$ cat src/rtl/interval_timer_ctrl.sv
`default_nettype none
// ============================================================================
// Module   : interval_timer_ctrl
// Brief    : Two-requester round-robin controller for a shared 4-bit loadable
//            up-counter. A granted requester's start value is loaded into
//            the counter, and the interval ends when the counter reaches TERM.
// Revision : 1.0 - initial release
// ============================================================================
module interval_timer_ctrl #(
  parameter logic [3:0] TERM = 4'hF
) (
  input  logic       clk,
  input  logic       rst,
  input  logic       req0,
  input  logic       req1,
  input  logic [3:0] start0,
  input  logic [3:0] start1,
  output logic       gnt0,
  output logic       gnt1,
  output logic       done0,
  output logic       done1,
  output logic       busy,
  output logic       cnt_load,
  output logic [3:0] cnt_din,
  input  logic [3:0] cnt_count
);

  typedef enum logic [1:0] {
    S_IDLE = 2'd0,
    S_LOAD = 2'd1,
    S_RUN  = 2'd2,
    S_DONE = 2'd3
  } state_t;

  state_t     state_q, state_d;
  logic       ptr_q,   ptr_d;    // requester favoured when both ask
  logic       sel_q,   sel_d;    // requester owning the current interval
  logic [3:0] start_q, start_d;  // start value captured at grant

  logic       pick;              // arbitration result in IDLE
  logic       sel_req;           // request line of the current owner

  // Round-robin pick: a lone requester always wins; a tie goes to the pointer
  always_comb begin
    pick    = 1'b0;
    sel_req = 1'b0;
    if (req0 && req1) begin
      pick = ptr_q;
    end else begin
      pick = req1;
    end
    sel_req = sel_q ? req1 : req0;
  end

  // State register; reset overrides everything, including an active interval
  always_ff @(posedge clk) begin
    if (!rst) begin
      state_q <= S_IDLE;
      ptr_q   <= 1'b0;
      sel_q   <= 1'b0;
      start_q <= 4'h0;
    end else begin
      state_q <= state_d;
      ptr_q   <= ptr_d;
      sel_q   <= sel_d;
      start_q <= start_d;
    end
  end

  // Next-state and output decode
  always_comb begin
    state_d  = state_q;
    ptr_d    = ptr_q;
    sel_d    = sel_q;
    start_d  = start_q;
    gnt0     = 1'b0;
    gnt1     = 1'b0;
    done0    = 1'b0;
    done1    = 1'b0;
    busy     = 1'b0;
    cnt_load = 1'b0;
    cnt_din  = 4'h0;

    case (state_q)
      S_IDLE: begin
        if (req0 || req1) begin
          sel_d   = pick;
          start_d = pick ? start1 : start0;
          state_d = S_LOAD;
        end
      end
      S_LOAD: begin
        cnt_load = 1'b1;
        cnt_din  = start_q;
        state_d  = S_RUN;
      end
      S_RUN: begin
        // A dropped request ends the interval silently, even on the terminal cycle
        if (!sel_req) begin
          ptr_d   = ~sel_q;
          state_d = S_IDLE;
        end else if (cnt_count == TERM) begin
          state_d = S_DONE;
        end
      end
      S_DONE: begin
        done0   = ~sel_q;
        done1   = sel_q;
        ptr_d   = ~sel_q;
        state_d = S_IDLE;
      end
      default: begin
        state_d = S_IDLE;
      end
    endcase

    if (state_q != S_IDLE) begin
      busy = 1'b1;
      gnt0 = ~sel_q;
      gnt1 = sel_q;
    end
  end

endmodule
`default_nettype wire

$ cat config.mk
export PLATFORM = sky130hd
export DESIGN_NAME = interval_timer_ctrl
export DESIGN_NICKNAME = d
export VERILOG_FILES = /design/src/rtl/interval_timer_ctrl.sv
export SDC_FILE = /design/constraint.sdc
export NUM_CORES = 1
export LEC_CHECK = 0
export BUFFER_PORTS_ARGS = -buffer_cell sky130_fd_sc_hd__buf_2
export CAP_MARGIN = 5
export CORE_AREA = 2 2 39 41
export CTS_BUF_LIST = sky130_fd_sc_hd__clkbuf_8
export DETAILED_ROUTE_END_ITERATION = 8
export DIE_AREA = 0 0 41 43
export PLACE_DENSITY_LB_ADDON = 0.3
export REMOVE_ABC_BUFFERS = 1
export SYNTH_ARGS = -nofsm -noshare
export SYNTH_HDL_FRONTEND = slang
export SYNTH_SLANG_ARGS = --single-unit
$ cat constraint.sdc
create_clock -name clk -period 1.36 [get_ports clk]
set_input_delay 0.068 -clock clk [delete_from_list [all_inputs] [get_ports clk]]
set_output_delay 0.068 -clock clk [all_outputs]
set_load 0.05 [all_outputs]
==> results.json, run 1 <==
{
  "netlist_top_cells_count": "dfxtp_1, and2_1, and3_1",
  "required_ps": 1290,
  "slowest_stage": "dfxtp_2",
  "ys_ff_latch": 8,
  "yosys-top-cells-area": "dfxtp_1, o311a_1, and2_1, and3_1, a21boi_0",
  "finalCriticalPeriod_ps": 1290,
  "fp-row-count": 14,
  "place_inst": 99,
  "hold_path_class": "input port to flip-flop",
  "antenna_found_initial": 0,
  "maxSlewViolCount": 0,
  "fin_cells": 102,
  "drc": 0,
  "setup-violations-final": 0,
  "io_buffers": 25,
  "cpPeakStageDelay_ps": 400,
  "wire_per_inst_um": 11.8,
  "vias": 522,
  "grt-ovfl-total": 0,
  "rsz0062_at_grt": "false",
  "clk_latency_ps": 230,
  "path_class": "flip-flop to output port",
  "timing.fmax_ghz": 0.775,
  "slew_headroom": 0.791,
  "grt_first_pass_wirelength_mm": 2.08,
  "ys.flop_type": "dfxtp_1",
  "synth_edf_count": 0,
  "dr.pass1.iters": 2,
  "core_um2": 1380,
  "yosys.cell_count.top_type": "dfxtp_1",
  "worst_pin_slew_ps": 312,
  "syn_area_um2": 518,
  "cts-htree-levels": 1,
  "floorplan.die.width_um": 41,
  "utilization": 0.510,
  "ys_types": 28,
  "finalHoldViolations": 0,
  "ioPinCount": 26,
  "syn_avg_cell_area_um2": 8.63,
  "die_h_um": 43,
  "vias_per_cell": 5.12,
  "critPathArrivalTime_ps": 1220,
  "seq_area_um2": 163,
  "synth_top_area_cell": "dfxtp_1",
  "crit_start": "state_q[0]",
  "multi_input_area_um2": 324,
  "async_flop_share": 0,
  "crit_chain": "nor2b_4, and2_1, clkbuf_4",
  "cts_root_buf": "clkbuf_8",
  "crit_fanout": 8,
  "grt_usage": 0.175,
  "p_total_uw": 822,
  "yosys_warnings": 0,
  "holdCritStartpoint": "cnt_count[0]",
  "ant_nets": 0,
  "cts_made_buffers": 3,
  "r2r-start": "ptr_q",
  "floorplan.initialDensity": 0.374,
  "drt-total-wl_mm": 1.21,
  "gp_congestion": 0.715,
  "drive_gt1_frac": 0.442,
  "hold_buffers": 0,
  "grt_pass1_vias": 477,
  "yosysSeqAreaShare": 0.309,
  "synth.top_cell.area_share": 0.309,
  "p_leak_uw": 0.000350,
  "startpoint_type": "flip-flop",
  "max-cap-violations": 0,
  "cts_tree": "done",
  "area_growth_pct": 36.2,
  "grt_max_degree": 16,
  "diodes": 0,
  "power_density_nw_per_um2": 1160,
  "irDropWorstVdd_v": 0.000661,
  "status": "complete, no violations",
  "cts_buffer_depth": 2,
  "first_iter_violations": 3,
  "die_area_um2": 1760,
  "fill_cells": 139,
  "skew_ps": 4.60,
  "cts_sinks": 8,
  "dp_hpwl_um": 910,
  "final_nets": 104,
  "fin_crit_sh": 0.948,
  "clk_pin_slew_ps": 40,
  "syn_inst": 60,
  "end_kind": "output port"
}
report_power, final:
group	internal [uW]	switching (uW)	total, uW	leakage [uW]
clock	192	95.1	287	0.0000216
sequential	262	25.0	287	0.0000668
combinational	92.6	155	248	0.000262
flip-flops by register name (all words and copies together) (netlist names):
register,cells
start_q,4
state_q,2
ptr_q,1
sel_q,1
final cells by class:
class,count,share of cell area
clock buffers,3,0.0585
inverters,6,0.0319
multi-input cells,44,0.459
flip-flops and latches,8,0.230
well taps,16,0.0284
repair buffers,25,0.191
repair_timing:
item	in CTS	in global routing
gates resized for setup	3	5
setup endpoints to repair	6	4
setup buffers	0	0
critical path: cells and delay by family, from the launching register on:
| family | cells | cell delay, ps |
|---|---|---|
| flip-flops | 1 | 400 |
| AND/OR/NAND/NOR | 2 | 370 |
| buffers and inverters | 1 | 220 |
cell families after synthesis:
logic type             Yosys count  synth area share
buffers and inverters            8            0.0749
multiplexers                     1            0.0193
flip-flops                       8             0.309
AND/OR/NAND/NOR                 21             0.258
AO/OA/AOI/OAI                   22             0.338
placed cells by master, fill, tap and decap left out, types with 2 or more instances in the layout:
cell      count
and3_1        5
clkbuf_4      3
a21boi_0      4
inv_1         4
clkbuf_8      3
dfxtp_2       2
and2_1        5
o311a_1       4
nor2_1        3
dfxtp_1       6
o21ai_1       2
buf_2        21
o21ai_0       2
inv_2         2
o21bai_1      4
final timing paths:
path	end	slack, ps	cells after the start
max reg2reg	start_q[1]	200	3
max	cnt_din[2]	70	3
min	state_q[0]	100	3
min reg2reg	ptr_q	480	2
through the flow:
| step | hold WS, ps | TNS, ps | setup slack (ps) | instance area (um^2) |
|---|---|---|---|---|
| 2_1_floorplan | 186 | -1060 | -265 | 502 |
| 3_3_place_gp | 350 | 0 | 140 | 647 |
| 3_5_place_dp | 353 | 0 | 112 | 647 |
| 4_1_cts | 100 | 0 | 5.26 | 696 |
| 5_1_grt | 112 | 0 | 3.82 | 706 |
| 6_report | 97.9 | 0 | 70.1 | 706 |
per-layer routing:
metal,GRT usage,share of wire,vias to the layer above
met2,0.247,0.45,21
li1,-,-,272
met4,0.0400,0.0075,0
met5,0,0,-
met1,0.223,0.45,227
met3,0.105,0.085,2
Note: power is estimated with default switching activity, not from simulation.
==> run 2: changes to the inputs <==
--- a/config.mk
+++ b/config.mk
@@ -5,7 +5,7 @@
 export SDC_FILE = /design/constraint.sdc
 export NUM_CORES = 1
 export LEC_CHECK = 0
-export BUFFER_PORTS_ARGS = -buffer_cell sky130_fd_sc_hd__buf_2
+export BUFFER_PORTS_ARGS = -buffer_cell sky130_fd_sc_hd__buf_4
 export CAP_MARGIN = 5
 export CORE_AREA = 2 2 39 41
 export CTS_BUF_LIST = sky130_fd_sc_hd__clkbuf_8
@@ -13,6 +13,7 @@
 export DIE_AREA = 0 0 41 43
 export PLACE_DENSITY_LB_ADDON = 0.3
 export REMOVE_ABC_BUFFERS = 1
+export SLEW_MARGIN = 25
 export SYNTH_ARGS = -nofsm -noshare
 export SYNTH_HDL_FRONTEND = slang
 export SYNTH_SLANG_ARGS = --single-unit
==> run 2 against run 1 <==
- global-route usage decreased by 0.14 points
- non-clock buffer count unchanged
- clock skew decreased by 1.3 ps
- flip-flop and latch count unchanged
- maximum frequency increased by 1.0%
- via count increased by 0.96%
- clock-buffer cell count unchanged
- setup slack improved by 13 ps
- die area unchanged
- sequential share of layout area decreased by 1.6 points
- final cell count unchanged
- utilization increased by 3.8 points
- largest cell class unchanged
==> results.json, run 2 (synthesis gave the netlist of run 1 again) <==
{
  "status": "complete, no violations",
  "layout_setup_ws_ps": 83.0,
  "cts_tree": "done",
  "maxSlewViolCount": 0,
  "core_um2": 1380,
  "place_inst": 99,
  "fin_crit_sh": 0.939,
  "drc": 0,
  "path_delay_family": "flip-flops",
  "p_leak_uw": 0.000366,
  "clk_pin_slew_ps": 40,
  "dp_hpwl_um": 931,
  "largest_reg_flops": 4,
  "die_area_um2": 1760,
  "stdcell_area_um2": 758,
  "tns_ps": 0,
  "utilization": 0.548,
  "dp_slack_ps": 161,
  "max-cap-violations": 0,
  "grt_pass1_vias": 481,
  "grt-ovfl-total": 0,
  "dpl_cell_area_um2": 709,
  "cts_made_buffers": 3,
  "final_nets": 104,
  "largestRegisters": "start_q x4, state_q x2",
  "cpPeakStageDelay_ps": 400,
  "power_density_nw_per_um2": 1120,
  "finalHoldViolations": 0,
  "crit_chain": "nor2b_4, and2_1, buf_4",
  "layout_commonest_cell": "buf_4",
  "critPathArrivalTime_ps": 1210,
  "clk_latency_ps": 230,
  "cts_root_buf": "clkbuf_8",
  "area_growth_pct": 46.4,
  "fin_cells": 102,
  "setup-violations-final": 0,
  "hold_path_class": "input port to flip-flop",
  "cts_buffer_depth": 2,
  "diodes": 0,
  "grt_usage": 0.174,
  "ioPinCount": 26,
  "hold_buffers": 0,
  "final_cell_mix": "buf_4, dfxtp_1, and2_1, and3_1",
  "gp_congestion": 0.739,
  "dr.pass1.iters": 2,
  "rsz0062_at_grt": "false",
  "finalCriticalPeriod_ps": 1280,
  "drt-total-wl_mm": 1.24,
  "cts_sinks": 8,
  "slew_headroom": 0.742,
  "ant_nets": 0,
  "end_kind": "output port",
  "grt_first_pass_wirelength_mm": 2.05,
  "irDropWorstVdd_v": 0.000580,
  "top_register": "start_q",
  "fill_cells": 141,
  "io_buffers": 25,
  "critPathBufInv": 1,
  "crit_fanout": 8,
  "floorplan.die.width_um": 41,
  "antenna_found_initial": 0,
  "drive_gt1_frac": 0.442,
  "timing.fmax_ghz": 0.783,
  "worst_pin_slew_ps": 386,
  "vias_per_cell": 5.17,
  "path_class": "flip-flop to output port",
  "wire_per_inst_um": 12.2,
  "fp-row-count": 14,
  "slowest_stage": "dfxtp_2",
  "floorplan.initialDensity": 0.374,
  "skew_ps": 3.28,
  "required_ps": 1290,
  "vias": 527,
  "grt_max_degree": 16,
  "first_iter_violations": 9,
  "startpoint_type": "flip-flop",
  "cts-htree-levels": 1,
  "die_h_um": 43
}
run 2: cell types whose count changed in the layout (fill, tap and decap cells not counted):
cell / delta
buf_4: +24
buf_2: -21
clkbuf_4: -3
run 2: worst paths after layout:
kind / start / endpoint / cells after the start / slack [ps]
worst max-delay path: state_q[0] / cnt_din[3] / 3 / 80
worst min-delay path: rst / state_q[1] / 2 / 110
worst max register to register: ptr_q / start_q[2] / 3 / 210
worst min register to register: ptr_q / ptr_q / 2 / 480
run 2: report_power, final:
| part | internal [uW] | switching (uW) |
|---|---|---|
| combinational | 114 | 155 |
| clock | 192 | 99.1 |
| sequential | 262 | 25.0 |
| total | 568 | 279 |
run 2: area by class of cell:
class	count	area, um^2	area share
timing repair buffer	25	188	0.248
inverter	6	22.5	0.0297
clock buffer	3	41.3	0.0545
sequential	8	163	0.215
tap	16	20.0	0.0264
multi-input combinational	44	324	0.427
run 2: what timing repair did:
action,in CTS,in global routing
cloned,0,0
endpoints found under the setup margin,4,1
gates resized for setup,2,1
setup buffers,0,0
hold endpoints to repair,0,0
pin swaps,0,0
run 2: worst reg2reg max path, delay by kind of cell (launching register included):
kind               cells  cell delay [ps]
AOI/OAI and AO/OA      1              270
DFF                    1              310
and+or+nand+nor        2              450
run 2: stage by stage:
step                hold WS (ps)  power (uW)
floorplan                    186         461
global placement             341         553
detailed placement           341         556
CTS                          103         865
global route                 115         892
finish                       107         847
run 2: metal layers:
| metal | global-route usage | wire, um | vias up |
|---|---|---|---|
| li1 | - | - | 273 |
| met1 | 0.221 | 515 | 232 |
| met2 | 0.250 | 620 | 20 |
| met4 | 0.0600 | 10 | 0 |
| met5 | 0 | 0 | - |
| met3 | 0.0785 | 94 | 2 |
==> run 3: changes to the inputs <==
--- a/config.mk
+++ b/config.mk
@@ -7,10 +7,10 @@
 export LEC_CHECK = 0
 export BUFFER_PORTS_ARGS = -buffer_cell sky130_fd_sc_hd__buf_4
 export CAP_MARGIN = 5
-export CORE_AREA = 2 2 39 41
+export CORE_AREA = 5 5 42 44
 export CTS_BUF_LIST = sky130_fd_sc_hd__clkbuf_8
 export DETAILED_ROUTE_END_ITERATION = 8
-export DIE_AREA = 0 0 41 43
+export DIE_AREA = 0 0 47 49
 export PLACE_DENSITY_LB_ADDON = 0.3
 export REMOVE_ABC_BUFFERS = 1
 export SLEW_MARGIN = 25
==> run 3 against run 2 <==
- flip-flop and latch count stayed put
- sequential power barely moved
- non-clock buffer count is the same
- clock skew is 1.3 ps lower
- combinational power about the same
- setup slack better by 7.1 ps
- wire length increased by 6.7%
- final area is the same
- clock power down 1%
- largest cell class unchanged
- utilization fell by 0.68 points
==> results.json, run 3 (synthesis gave the netlist of run 1 again) <==
{
  "combPwrFrac": 0.321,
  "vias": 534,
  "required_ps": 1290,
  "layout_setup_ws_ps": 90.1,
  "timing.fmax_ghz": 0.787,
  "power_density_nw_per_um2": 1120,
  "floorplan.die.width_um": 47,
  "worstHoldEndpoint": "state_q[1]",
  "grt-ovfl-total": 0,
  "startpoint_type": "flip-flop",
  "seq_power_share": 0.340,
  "hold_path_class": "input port to flip-flop",
  "die_h_um": 49,
  "p_sw_uw": 278,
  "fp-row-count": 14,
  "io_buffers": 25,
  "drt-total-wl_mm": 1.32,
  "finalHoldViolations": 0,
  "switching_share": 0.329,
  "core_um2": 1400,
  "die_area_um2": 2300,
  "slowest_stage": "dfxtp_2",
  "final_nets": 104,
  "p_total_uw": 846,
  "antenna_found_initial": 0,
  "whs_path_depth": 2,
  "top_register": "start_q",
  "hold_ws_ps": 102,
  "reg2reg_slack_ps": 200,
  "r2r-start": "ptr_q",
  "status": "complete, no violations",
  "skew_ps": 1.95,
  "clk_latency_ps": 230,
  "floorplan.initialDensity": 0.370,
  "final_cell_mix": "buf_4, dfxtp_1, and2_1, and3_1",
  "critPathArrivalTime_ps": 1200,
  "largestRegisters": "start_q x4, state_q x2",
  "pwr-share-clk": 0.339,
  "vias_per_cell": 5.24,
  "ioPinCount": 26,
  "cpPeakStageDelay_ps": 410,
  "critPathBufInv": 1,
  "p_leak_uw": 0.000366,
  "largest_reg_flops": 4,
  "grt_pass1_vias": 506,
  "grt_max_degree": 16,
  "dpl_cell_area_um2": 709,
  "path_delay_family": "flip-flops",
  "tns_ps": 0,
  "rsz0062_at_grt": "false",
  "path_class": "flip-flop to output port",
  "irDropWorstVdd_v": 0.000518,
  "worst_pin_slew_ps": 337,
  "timing.rr.end": "start_q[3]",
  "fin_crit_sh": 0.934,
  "clk_pin_slew_ps": 40,
  "end_kind": "output port",
  "gp_congestion": 0.771,
  "setup-violations-final": 0,
  "maxSlewViolCount": 0,
  "crit_fanout": 8,
  "slew_headroom": 0.775,
  "area_growth_pct": 46.4,
  "crit_chain": "nor2b_4, and2_1, buf_4",
  "layout_commonest_cell": "buf_4",
  "dp_slack_ps": 165,
  "ant_nets": 0,
  "reg2reg_depth": 3,
  "drive_gt1_frac": 0.442,
  "cts_tree": "done",
  "max-cap-violations": 0,
  "diodes": 0,
  "dp_hpwl_mm": 1.04,
  "finalCriticalPeriod_ps": 1270,
  "cp.depth": 3,
  "cts_made_buffers": 3,
  "grt_first_pass_wirelength_mm": 2.18,
  "cts_buffer_depth": 2,
  "holdCritStartpoint": "rst",
  "drc": 0,
  "stdcell_area_um2": 758,
  "internal_power_uw": 568,
  "cts_root_buf": "clkbuf_8",
  "wire_per_inst_um": 13.0,
  "dr.pass1.iters": 4,
  "grt_usage": 0.130,
  "cts_sinks": 8,
  "first_iter_violations": 10,
  "hold_buffers": 0,
  "cts-htree-levels": 1
}
run 3: power groups by stage:
stage          logic [uW]  clock network, uW  registers (uW)
2_1_floorplan         178                  0             283
3_3_place_gp          266                  0             288
3_5_place_dp          270                  0             289
4_1_cts               271                298             286
5_1_grt               293                315             291
6_report              272                287             287
run 3: what timing repair did:
action | 4_1_cts | 5_1_grt
buffers inserted | 0 | 0
endpoints found under the setup margin | 4 | 5
gates resized for setup | 1 | 2
run 3: metal layers:
layer  vias up  wire length (um)  GRT usage  share of wire
met5         -                 0          0              0
met4         0                13     0.0829         0.0098
met3         2                72     0.0221          0.054
met2        13               682      0.206           0.52
met1       248               554      0.155           0.42
li1        271                 -          -              -
run 3: per-stage QoR:
| step | cells | utilization |
|---|---|---|
| final | 102 | 0.541 |
| after CTS | 102 | 0.537 |
| after floorplan | 58 | - |
| after detailed placement | 99 | 0.506 |
| after global placement | 99 | 0.506 |
| after global routing | 102 | 0.541 |
run 3: how the worst max path moves through the flow:
stage / start / endpoint / slack (ps)
finish: state_q[0] / cnt_din[1] / 90
global route: state_q[0] / cnt_din[1] / 40
CTS: state_q[0] / cnt_din[1] / 30
detailed placement: state_q[0] / cnt_din[2] / 170
global placement: state_q[0] / cnt_din[2] / 190
floorplan: state_q[0] / cnt_din[0] / -260
run 3: layout make-up:
class	count	area (um^2)
clock buffer	3	41.3
fill	140	643
inverter	6	22.5
multi-input combinational	44	324
sequential	8	163
tap	16	20.0
timing repair buffer	25	188
